===== src/rtl/cv32e40p_x_disp_mo.sv =====
// cv32e40p_x_disp_mo: multi-outstanding CORE-V-XIF dispatcher sitting beside the ID-stage decoder.
// Tracks offloaded instructions by ID, counts pending register writes per register
// and routes result/memory handshakes back to the owning table entry.
// Optional feature macro CV32E40P_X_DISP_KILL_EN: registers commit one cycle after issue,
// adds flush_i and lets a flushed commit kill (free) its entry.
module cv32e40p_x_disp_mo #(
    parameter int ID_WIDTH        = 4,
    parameter int NUM_RS          = 3,
    parameter int MAX_OUTSTANDING = 4,
    parameter int CNT_W           = $clog2(MAX_OUTSTANDING + 1)
) (
    input  logic                  clk_i,
    input  logic                  rst_i,
`ifdef CV32E40P_X_DISP_KILL_EN
    input  logic                  flush_i,
`endif
    input  logic                  instr_valid_i,
    input  logic                  x_illegal_insn_dec_i,
    input  logic                  branch_or_jump_i,
    input  logic                  id_ready_i,
    input  logic                  ex_ready_i,
    input  logic [4:0]            waddr_id_i,
    input  logic [NUM_RS*5-1:0]   rs_addr_i,
    input  logic [NUM_RS-1:0]     regs_used_i,
    output logic                  x_issue_valid_o,
    input  logic                  x_issue_ready_i,
    input  logic                  x_issue_resp_accept_i,
    input  logic                  x_issue_resp_writeback_i,
    input  logic                  x_issue_resp_loadstore_i,
    output logic [ID_WIDTH-1:0]   x_issue_req_id_o,
    output logic [NUM_RS-1:0]     x_issue_req_rs_valid_o,
    output logic                  x_commit_valid_o,
    output logic [ID_WIDTH-1:0]   x_commit_id_o,
    output logic                  x_commit_kill_o,
    input  logic                  x_result_valid_i,
    output logic                  x_result_ready_o,
    input  logic [ID_WIDTH-1:0]   x_result_id_i,
    input  logic [4:0]            x_result_rd_i,
    input  logic                  x_result_we_i,
    input  logic                  x_mem_valid_i,
    input  logic [ID_WIDTH-1:0]   x_mem_id_i,
    output logic                  x_mem_ready_o,
    output logic                  x_mem_data_req_o,
    output logic                  x_stall_o,
    output logic                  x_illegal_insn_o,
    output logic                  x_prot_err_o,
    output logic [CNT_W-1:0]      x_outstanding_o
);

    logic [MAX_OUTSTANDING-1:0] r_vld, r_we, r_ls;
    logic [ID_WIDTH-1:0]        r_eid [MAX_OUTSTANDING];
    logic [CNT_W-1:0]           r_pend [32];
    logic [ID_WIDTH-1:0]        r_id;
    logic                       r_off;
    logic                       r_prot_err;

    logic                       w_full, w_fire, w_accept, w_alloc, w_inc;
    logic                       w_res_dec, w_res_bad, w_res_ign, w_uflow, w_kill_dec, w_dep;
    logic [CNT_W-1:0]           w_occ;
    logic [MAX_OUTSTANDING-1:0] w_free_oh, w_alloc_oh, w_res_oh, w_res_free, w_mem_oh, w_kill_oh;
    logic [4:0]                 w_kill_rd;
    logic [CNT_W-1:0]           w_pend_n [32];
    logic [CNT_W:0]             w_add, w_sub;
    logic [NUM_RS-1:0]          w_rs_ok;

    // Occupancy, lowest free slot, and first valid entry matching the result / memory IDs
    always_comb begin
        w_occ     = '0;
        w_free_oh = '0;
        w_res_oh  = '0;
        w_mem_oh  = '0;
        for (int e = 0; e < MAX_OUTSTANDING; e++) begin
            w_occ = w_occ + CNT_W'(r_vld[e]);
            if (!r_vld[e] && (w_free_oh == '0))
                w_free_oh[e] = 1'b1;
            if (r_vld[e] && (r_eid[e] == x_result_id_i) && (w_res_oh == '0))
                w_res_oh[e] = 1'b1;
            if (r_vld[e] && r_ls[e] && (r_eid[e] == x_mem_id_i) && (w_mem_oh == '0))
                w_mem_oh[e] = 1'b1;
        end
    end

    assign w_full           = (w_occ == CNT_W'(MAX_OUTSTANDING));
    assign x_issue_valid_o  = instr_valid_i & x_illegal_insn_dec_i & ~branch_or_jump_i & ~r_off & ~w_full;
    assign w_fire           = x_issue_valid_o & x_issue_ready_i;
    assign w_accept         = w_fire & x_issue_resp_accept_i;
    assign w_alloc          = w_accept & (x_issue_resp_writeback_i | x_issue_resp_loadstore_i);
    assign w_alloc_oh       = w_free_oh & {MAX_OUTSTANDING{w_alloc}};
    assign w_inc            = w_accept & x_issue_resp_writeback_i & (waddr_id_i != 5'd0);
    assign x_illegal_insn_o = w_fire & ~x_issue_resp_accept_i;

    assign w_res_free = w_res_oh & {MAX_OUTSTANDING{x_result_valid_i}};
    assign w_res_dec  = (|(w_res_free & r_we)) & x_result_we_i & (x_result_rd_i != 5'd0);
    assign w_res_bad  = x_result_valid_i & ~(|w_res_oh) & ~w_res_ign;

    // Operand readiness: no pending writer, or the last pending writer retires this cycle
    always_comb begin
        w_rs_ok = '0;
        for (int i = 0; i < NUM_RS; i++) begin
            w_rs_ok[i] = (rs_addr_i[i*5 +: 5] == 5'd0)
                       | (r_pend[rs_addr_i[i*5 +: 5]] == '0)
                       | (w_res_dec & (x_result_rd_i == rs_addr_i[i*5 +: 5])
                          & (r_pend[rs_addr_i[i*5 +: 5]] == CNT_W'(1)));
        end
    end

    assign x_issue_req_rs_valid_o = w_rs_ok;
    assign w_dep     = (|(regs_used_i & ~w_rs_ok)) & ~x_illegal_insn_o;
    assign x_stall_o = w_dep | (instr_valid_i & x_illegal_insn_dec_i & w_full)
                     | (x_issue_valid_o & ~x_issue_ready_i);

    assign x_mem_ready_o    = ex_ready_i & (|w_mem_oh);
    assign x_mem_data_req_o = x_mem_valid_i & x_mem_ready_o;
    assign x_result_ready_o = 1'b1;
    assign x_outstanding_o  = w_occ;
    assign x_issue_req_id_o = r_id;
    assign x_prot_err_o     = r_prot_err;

`ifdef CV32E40P_X_DISP_KILL_EN
    localparam int SLOT_W = (MAX_OUTSTANDING > 1) ? $clog2(MAX_OUTSTANDING) : 1;

    logic [4:0]               r_erd [MAX_OUTSTANDING];
    logic                     r_cmt_vld, r_cmt_alloc;
    logic [ID_WIDTH-1:0]      r_cmt_id;
    logic [SLOT_W-1:0]        r_cmt_slot, w_alloc_slot;
    logic [(1<<ID_WIDTH)-1:0] r_killed;
    logic                     w_kill;

    // Binary index of the slot being allocated, carried to the commit cycle
    always_comb begin
        w_alloc_slot = '0;
        for (int e = 0; e < MAX_OUTSTANDING; e++)
            if (w_free_oh[e]) w_alloc_slot = SLOT_W'(e);
    end

    assign w_kill = r_cmt_vld & flush_i;

    // Free the killed entry only if it still exists and no result is already freeing it
    always_comb begin
        w_kill_oh = '0;
        if (w_kill && r_cmt_alloc && r_vld[r_cmt_slot] && (r_eid[r_cmt_slot] == r_cmt_id)
            && !w_res_free[r_cmt_slot])
            w_kill_oh[r_cmt_slot] = 1'b1;
    end

    assign w_kill_dec       = (|w_kill_oh) & r_we[r_cmt_slot] & (r_erd[r_cmt_slot] != 5'd0);
    assign w_kill_rd        = r_erd[r_cmt_slot];
    assign w_res_ign        = r_killed[x_result_id_i];
    assign x_commit_valid_o = r_cmt_vld;
    assign x_commit_id_o    = r_cmt_id;
    assign x_commit_kill_o  = w_kill;

    // Registered commit stage, entry rd field and record of killed IDs
    always_ff @(posedge clk_i) begin
        if (rst_i) begin
            r_cmt_vld   <= 1'b0;
            r_cmt_alloc <= 1'b0;
            r_cmt_id    <= '0;
            r_cmt_slot  <= '0;
            r_killed    <= '0;
            for (int e = 0; e < MAX_OUTSTANDING; e++) r_erd[e] <= '0;
        end else begin
            r_cmt_vld   <= w_accept;
            r_cmt_alloc <= w_alloc;
            r_cmt_id    <= r_id;
            r_cmt_slot  <= w_alloc_slot;
            if (w_kill) r_killed[r_cmt_id] <= 1'b1;
            if (w_fire) r_killed[r_id] <= 1'b0;
            for (int e = 0; e < MAX_OUTSTANDING; e++)
                if (w_alloc_oh[e]) r_erd[e] <= waddr_id_i;
        end
    end
`else
    assign w_kill_oh        = '0;
    assign w_kill_dec       = 1'b0;
    assign w_kill_rd        = 5'd0;
    assign w_res_ign        = 1'b0;
    assign x_commit_valid_o = w_accept;
    assign x_commit_id_o    = r_id;
    assign x_commit_kill_o  = 1'b0;
`endif

    // Next pending count per register; simultaneous inc/dec cancel, underflow saturates at 0
    always_comb begin
        w_uflow = 1'b0;
        w_add   = '0;
        w_sub   = '0;
        for (int r = 0; r < 32; r++) begin
            w_pend_n[r] = r_pend[r];
            w_add = {1'b0, r_pend[r]} + (CNT_W+1)'(w_inc && (waddr_id_i == 5'(r)));
            w_sub = (CNT_W+1)'(w_res_dec && (x_result_rd_i == 5'(r)))
                  + (CNT_W+1)'(w_kill_dec && (w_kill_rd == 5'(r)));
            if (w_add < w_sub) begin
                w_uflow     = 1'b1;
                w_pend_n[r] = '0;
            end else begin
                w_pend_n[r] = CNT_W'(w_add - w_sub);
            end
        end
    end

    // Table, pending counters, ID counter, offload flag and sticky protocol error
    always_ff @(posedge clk_i) begin
        if (rst_i) begin
            r_vld      <= '0;
            r_we       <= '0;
            r_ls       <= '0;
            r_id       <= '0;
            r_off      <= 1'b0;
            r_prot_err <= 1'b0;
            for (int e = 0; e < MAX_OUTSTANDING; e++) r_eid[e] <= '0;
            for (int r = 0; r < 32; r++) r_pend[r] <= '0;
        end else begin
            r_vld <= (r_vld & ~w_res_free & ~w_kill_oh) | w_alloc_oh;
            r_we  <= (r_we & ~w_alloc_oh) | (w_alloc_oh & {MAX_OUTSTANDING{x_issue_resp_writeback_i}});
            r_ls  <= (r_ls & ~w_alloc_oh & ~(w_mem_oh & {MAX_OUTSTANDING{x_mem_data_req_o}}))
                   | (w_alloc_oh & {MAX_OUTSTANDING{x_issue_resp_loadstore_i}});
            if (w_fire) r_id <= r_id + ID_WIDTH'(1);
            r_off <= id_ready_i ? 1'b0 : (w_fire | r_off);
            if (w_res_bad || w_uflow) r_prot_err <= 1'b1;
            for (int e = 0; e < MAX_OUTSTANDING; e++)
                if (w_alloc_oh[e]) r_eid[e] <= r_id;
            for (int r = 0; r < 32; r++) r_pend[r] <= w_pend_n[r];
        end
    end

endmodule


===== config.mk =====
export PLATFORM = sky130hd
export DESIGN_NAME = cv32e40p_x_disp_mo
export DESIGN_NICKNAME = d
export VERILOG_FILES = /design/src/rtl/cv32e40p_x_disp_mo.sv
export SDC_FILE = /design/constraint.sdc
export NUM_CORES = 1
export LEC_CHECK = 0
export ABC_CLOCK_PERIOD_IN_PS = 8100
export CELL_PAD_IN_SITES_DETAIL_PLACEMENT = 1
export CELL_PAD_IN_SITES_GLOBAL_PLACEMENT = 1
export CORE_AREA = 8 8 195 197
export DETAILED_ROUTE_END_ITERATION = 8
export DIE_AREA = 0 0 203 205
export HOLD_SLACK_MARGIN = 0.08
export PLACE_DENSITY = 0.57
export SETUP_SLACK_MARGIN = 0.1
export SYNTH_ARGS = -nofsm -noshare
export SYNTH_HDL_FRONTEND = slang
export SYNTH_SLANG_ARGS = --single-unit

===== constraint.sdc =====
create_clock -name clk_i -period 8.1 [get_ports clk_i]
set_clock_uncertainty 0.15 [all_clocks]
set_input_delay 2.025 -clock clk_i [delete_from_list [all_inputs] [get_ports clk_i]]
set_output_delay 2.025 -clock clk_i [all_outputs]
set_load 0.05 [all_outputs]

==> impl_metrics.toml, run 1 <==
[run_status]
outcome = "completed"

[drt]
routed_wirelength_normalized_by_instance_count_um = 20.63
drc_violation_count_after_routing = 0
avgViaCountPerCell = 5.096
number_of_iterations_in_the_first_detailed_routing_pass = 7
vias_post_dr = 8852
initialDrtViolationCount = 455
wirelength_um = 35830
postRouteAntennaNets = 0

[synthesis]
synth_cell_type_count = 67
avgSynthCellArea_um2 = 8.510
syn_area_um2 = 10310
ys_seq_elements = 130
synth_flop_cell = "dfxtp_1"
asyncSetResetFlopFracSynth = 0
ys.warnings.count = 0
synth_enable_flop_cells = 16
post_synthesis_cells = 1211
synth.yosys.seq_area_share = 0.2681

[worst_setup_path]
r2r.worst_path.cells = 18
crit_type = "in2out"
worst-r2r-setup-slack_ns = 2.37
launching_element_type_of_the_critical_path = "primary input"
path_common_cell = "clkdlybuf4s50_1"
data_required_time_at_the_worst_endpoint_ns = 5.93
worst_r2r_endpoint = "x_prot_err_o"
max_stage_delay_ns = 0.72
timing.critical_path.arrival_ns = 5.22
crit_path_cell_trace = "clkdlybuf4s50_1 -> inv_2 -> a22o_1 -> or4_4 -> a211oi_4 -> o22ai_1 -> o21ai_0 -> nand2_1 -> clkdlybuf4s50_1"
path_max_fanout = 5
timing.rr.start = "r_vld[0]"
timing.critical_path.to_type = "primary output"
critPathCapture = "x_issue_req_rs_valid_o[0]"
crit_start = "x_result_id_i[0]"
critical-path-slowest-cell = "clkdlybuf4s50_1"

[timing]
hold-worst-slack_ns = 0.3164
timing.final.setup_violations = 0
grt_setup_unrepaired = "false"
tns_ns = 0
timing_worst_slew_pin_value_ns = 0.9798
layout_min_cycle_time_ns = 7.398
report.final.slew_viol_count = 0
final_min_period_over_clock_period = 0.9134
timing_hold_violations_final = 0
maxClockFrequency_mhz = 135.2
maxSlewHeadroom = 0.3407
final_critical_path_setup_slack_ns = 0.7016

[die]
fp-row-count = 69
io-pin-count = 73
core_um2 = 34960
floorplan.die_area_um2 = 41620
fp.dieH_um = 205
initial_core_util = 0.2948
floorplan.die.width_um = 203

[final_layout]
finish.instance_area_um2 = 12030
layout_commonest_cell = "nor2_1"
final_design_utilization = 0.3439
final_layout_size_suffix_gt1_frac = 0.09404
final.fill_count = 4083
antenna_cells_inserted = 0
area_growth_syn_to_layout_pct = 16.68
final_nets = 1447
layout.cells.most_common_list = "nor2_1, ha_1, dfxtp_1, inv_1, nand2_1"
final_cell_count_no_fill = 1737

[global_routing]
grt_usage = 0.1737
largest_net_degree_at_the_start_of_global_routing = 67
grt_pass1_vias = 9249
antenna_found_initial = 0
grt_pass1_wl_um = 54540
remaining_global_route_overflow = 0

[power]
power_density_nw_per_um2 = 139.3
p_leak_nw = 4.872
post_layout_total_power_mw = 1.675
peakVddDrop_mv = 0.1494

[placement]
dp_hpwl_um = 28360
placed_cells_incl_taps = 1705
placement.cell_area_um2 = 11420
dp_slack_ns = 0.7183
gpl.final_weighted_congestion = 0.8785
portBuffers = 70

[min_path]
timing.hold.worst.class = "reg2reg"
timing.hold.worst_path_depth = 2

[clock_network]
post-cts-setup-buffer-count = 0
cts.root.buffer_cell = "clkbuf_16"
cts.clk_slew.worst_paths_ns = 0.07
numCtsBuffers = 17
cts_tree = "yes"
tritoncts_num_sinks = 130
post_cts_resized = 0
cts-hold-fix-buffers = 0
clock_latency_reported_for_the_late_side_of_the_worst_skew_pair_ns = 0.45
cts_max_level = 4
clk_path_buf_depth = 2

[run]
maxCapViolations = 0
[power by group]
part / switching [mW] / leakage [nW] / internal, mW
logic: 0.127 / 3.51 / 0.0826
registers: 0.0104 / 1.08 / 0.660
clock network: 0.315 / 0.281 / 0.480
[Yosys cell counts (all sizes together), types with 4 or more instances]
| master | n | area share |
|---|---|---|
| a211oi | 5 | 0.0049 |
| a21oi | 46 | 0.022 |
| a22o | 4 | 0.0034 |
| a22oi | 5 | 0.0036 |
| a31oi | 7 | 0.0042 |
| and2 | 21 | 0.013 |
| buf | 30 | 0.015 |
| clkbuf | 18 | 0.0067 |
| dfxtp | 114 | 0.22 |
| edfxtp | 16 | 0.047 |
| ha | 133 | 0.16 |
| inv | 86 | 0.031 |
| mux2i | 16 | 0.016 |
| mux4 | 39 | 0.085 |
| nand2 | 72 | 0.026 |
| nand2b | 19 | 0.012 |
| nand3 | 26 | 0.013 |
| nand4 | 4 | 0.0024 |
| nor2 | 239 | 0.087 |
| nor2b | 12 | 0.0073 |
| nor3 | 32 | 0.016 |
| nor4 | 11 | 0.0067 |
| o2111ai | 7 | 0.0066 |
| o211ai | 9 | 0.0066 |
| o21a | 31 | 0.023 |
| o21ai | 21 | 0.010 |
| o22ai | 4 | 0.0024 |
| or2 | 31 | 0.019 |
| xnor2 | 49 | 0.042 |
| xor2 | 59 | 0.050 |
[state kept, by name (all words and copies together) (netlist names), named ones only]
register       flops
r_pend            96
r_eid             16
r_ls               4
r_vld              4
x_commit_id_o      4
r_off              1
x_prot_err_o       1
[layer usage]
layer  track usage  routed length, um  vias to the layer above  share of wire
met2        0.2966              17360                      219           0.48
li1              -                  -                     4268              -
met4       0.05983                948                        0          0.026
met3       0.04175               1724                       66          0.048
met1        0.2114              15800                     4299           0.44
met5             0                  0                        -              0
[worst min path at each step]
stage	start	end	slack [ns]
after floorplan	register	register	0.29
after global placement	register	register	0.30
after detailed placement	register	register	0.30
after CTS	register	register	0.31
after global routing	register	register	0.34
final	register	register	0.32
[final cells by class]
class | instances | area (um^2) | share of cell area
Timing Repair Buffer | 79 | 758.2 | 0.06305
Multi-Input combinational cell | 947 | 6995 | 0.5817
Sequential cell | 130 | 2763 | 0.2297
Clock buffer | 21 | 471.7 | 0.03923
Tap cell | 461 | 576.8 | 0.04797
Clock inverter | 11 | 130.1 | 0.01082
Inverter | 88 | 330.3 | 0.02747
[kinds of logic (layout without fill, tap and decap cells)]
logic type               count (synthesis)  in the layout  share of synthesized area
AND/OR/NAND/NOR                        485            485                     0.2165
AO/OA/AOI/OAI                          161            161                     0.1049
buffers and inverters                  136            199                    0.05390
adder cells (fa/ha/maj)                134            134                     0.1634
flip-flops                             130            130                     0.2681
XOR/XNOR                               108            108                    0.09178
multiplexers                            55             55                     0.1008
other                                    2              4                  0.0007287
[critical path: cells and delay by family]
family / cells / cell delay (ns)
AOI/OAI and AO/OA: 4 / 1.11
buffers and inverters: 3 / 1.42
and+or+nand+nor: 2 / 0.67
Power figures use the tool's default switching activity.
==> run 2, diff against run 1 <==
Settings changed: CORE_AREA 8 8 195 197 to 8 8 153 155, DIE_AREA 0 0 203 205 to 0 0 161 163, PLACE_DENSITY 0.57 to 0.87.
==> run 2 against run 1 <==
Effect of this change: global-route usage increased by 11 points; first-iteration DRC count is 130% higher; worst setup slack lost 0.21 ns.
==> impl_metrics.toml, run 2 (synthesis results as in run 1) <==
[drt]
number_of_iterations_in_the_first_detailed_routing_pass = 7
wirelength_um = 37050
drc_violation_count_after_routing = 0
postRouteAntennaNets = 0
vias_post_dr = 9617
initialDrtViolationCount = 1029
routed_wirelength_normalized_by_instance_count_um = 23.87
avgViaCountPerCell = 6.197

[final_layout]
antenna_cells_inserted = 0
max_reg_flops = 96
area_growth_syn_to_layout_pct = 14.05
final_cell_count_no_fill = 1552
final_layout_size_suffix_gt1_frac = 0.09475
biggestRegsByFlops = "r_pend: 96 flops, r_eid: 16 flops"
regMostFlops = "r_pend"
final_nets = 1449
layout_commonest_cell = "nor2_1"
layout.cells.most_common_list = "nor2_1, ha_1, dfxtp_1, inv_1, nand2_1"
final.fill_count = 2458

[clock_network]
cts.root.buffer_cell = "clkbuf_16"
post-cts-setup-buffer-count = 0
tritoncts_num_sinks = 130
cts_max_level = 4
clk_path_buf_depth = 2
post_cts_resized = 0
numCtsBuffers = 17
cts_tree = "yes"
cts-hold-fix-buffers = 0
clock_latency_reported_for_the_late_side_of_the_worst_skew_pair_ns = 0.44
cts.clk_slew.worst_paths_ns = 0.06

[power]
power.switching_fraction = 0.2856
pwr-share-seq = 0.412
post_layout_total_power_mw = 1.627
power_density_nw_per_um2 = 138.4
peakVddDrop_mv = 0.1433
p_leak_nw = 4.850
p_clk_frac = 0.456
comb_power_share = 0.132
switching_power_mw = 0.4648
power.internal_mw = 1.162

[placement]
dp_hpwl_um = 28130
placed_cells_incl_taps = 1521
gpl.final_weighted_congestion = 0.9934
portBuffers = 70

[global_routing]
largest_net_degree_at_the_start_of_global_routing = 67
grt_pass1_vias = 10260
grt_usage = 0.2827
remaining_global_route_overflow = 0
antenna_found_initial = 1
grt_pass1_wl_um = 57210

[run]
maxCapViolations = 0

[timing]
maxClockFrequency_mhz = 131.5
report.final.slew_viol_count = 0
final_min_period_over_clock_period = 0.9392
timing.final.setup_violations = 0
layout_min_cycle_time_ns = 7.607
timing_worst_slew_pin_value_ns = 1.054
timing_hold_violations_final = 0
grt_setup_unrepaired = "false"
tns_ns = 0
maxSlewHeadroom = 0.2907

[die]
fp.dieH_um = 163
core_um2 = 20820
floorplan.die_area_um2 = 26240
io-pin-count = 73
fp-row-count = 53
initial_core_util = 0.4950
floorplan.die.width_um = 161

[worst_setup_path]
timing.critical_path.to_type = "primary output"
worst-r2r-setup-slack_ns = 1.87
worst_r2r_endpoint = "x_prot_err_o"
r2r.worst_path.cells = 19
launching_element_type_of_the_critical_path = "primary input"
crit_type = "in2out"
path_max_fanout = 18
timing.critical_path.arrival_ns = 5.43
data_required_time_at_the_worst_endpoint_ns = 5.93
timing.rr.start = "r_vld[0]"

[run_status]
outcome = "completed"

[min_path]
timing.hold.worst.class = "reg2reg"
timing.hold.worst_path_depth = 2
run 2: cell count changes in the layout (fill, tap and decap cells not counted):
cell             previous run  this run
clkinv_2                    1         3
clkinv_4                    4         2
clkinvlp_4                  4         6
buf_4                      11        12
bufinv_16                   2         1
clkbuf_1                    2         1
clkbuf_16                  18        17
clkbuf_8                    1         0
clkdlybuf4s50_1            67        68
inv_6                       0         1
run 2: area by class of cell:
class,instances,area [um^2],area share
Multi-Input combinational cell,947,6995,0.5952
Tap cell,275,344.1,0.02927
Inverter,88,330.3,0.02810
Clock inverter,13,116.4,0.009900
Sequential cell,130,2763,0.2350
Timing Repair Buffer,81,775.7,0.06600
Clock buffer,18,429.2,0.03651
run 2: worst max-delay path by stage:
stage                          start                        end  slack [ns]  cells after the start
finish                  rs_addr_i[8]  x_issue_req_rs_valid_o[1]        0.49                      9
global route            rs_addr_i[8]  x_issue_req_rs_valid_o[1]        0.41                      9
CTS                     rs_addr_i[8]  x_issue_req_rs_valid_o[1]        0.57                      9
detailed placement      rs_addr_i[8]  x_issue_req_rs_valid_o[1]        0.57                      9
global placement        rs_addr_i[8]  x_issue_req_rs_valid_o[1]        0.66                      9
floorplan           x_result_rd_i[2]                  x_stall_o        1.60                     10
run 2: per-stage QoR:
stage,util,setup WS [ns],hold WS (ns),cell area [um^2]
finish,0.5645,0.4928,0.3265,11750
global route,0.5645,0.4080,0.3596,11750
CTS,0.5645,0.5692,0.3293,11750
detailed placement,0.5383,0.5727,0.3162,11210
global placement,0.5383,0.6556,0.2918,11210
floorplan,-,1.604,0.2863,10310
run 2: worst max-delay path, stage by stage:
cell and delay (ns):
clkdlybuf4s50_1 0.80, nor3_1 0.36, a21oi_1 0.07, mux4_2 0.52, mux4_2 0.49, clkinv_1 0.10, o2111ai_2 0.15, nand2_1 0.11
clkdlybuf4s50_1 0.81
run 2: routing by layer:
layer	part of all wire	global-route usage	up-vias
li1	-	-	4281
met1	0.37	0.3164	4706
met2	0.48	0.4803	458
met3	0.083	0.07735	172
met4	0.059	0.1604	0
met5	0	0	-
run 2: power by group through the flow:
stage	registers [mW]	clock network, mW	logic (mW)
finish	0.670	0.743	0.214
global placement	0.684	0	0.201
floorplan	0.683	0	0.127
detailed placement	0.684	0	0.206
CTS	0.670	0.748	0.209
global route	0.670	0.774	0.226
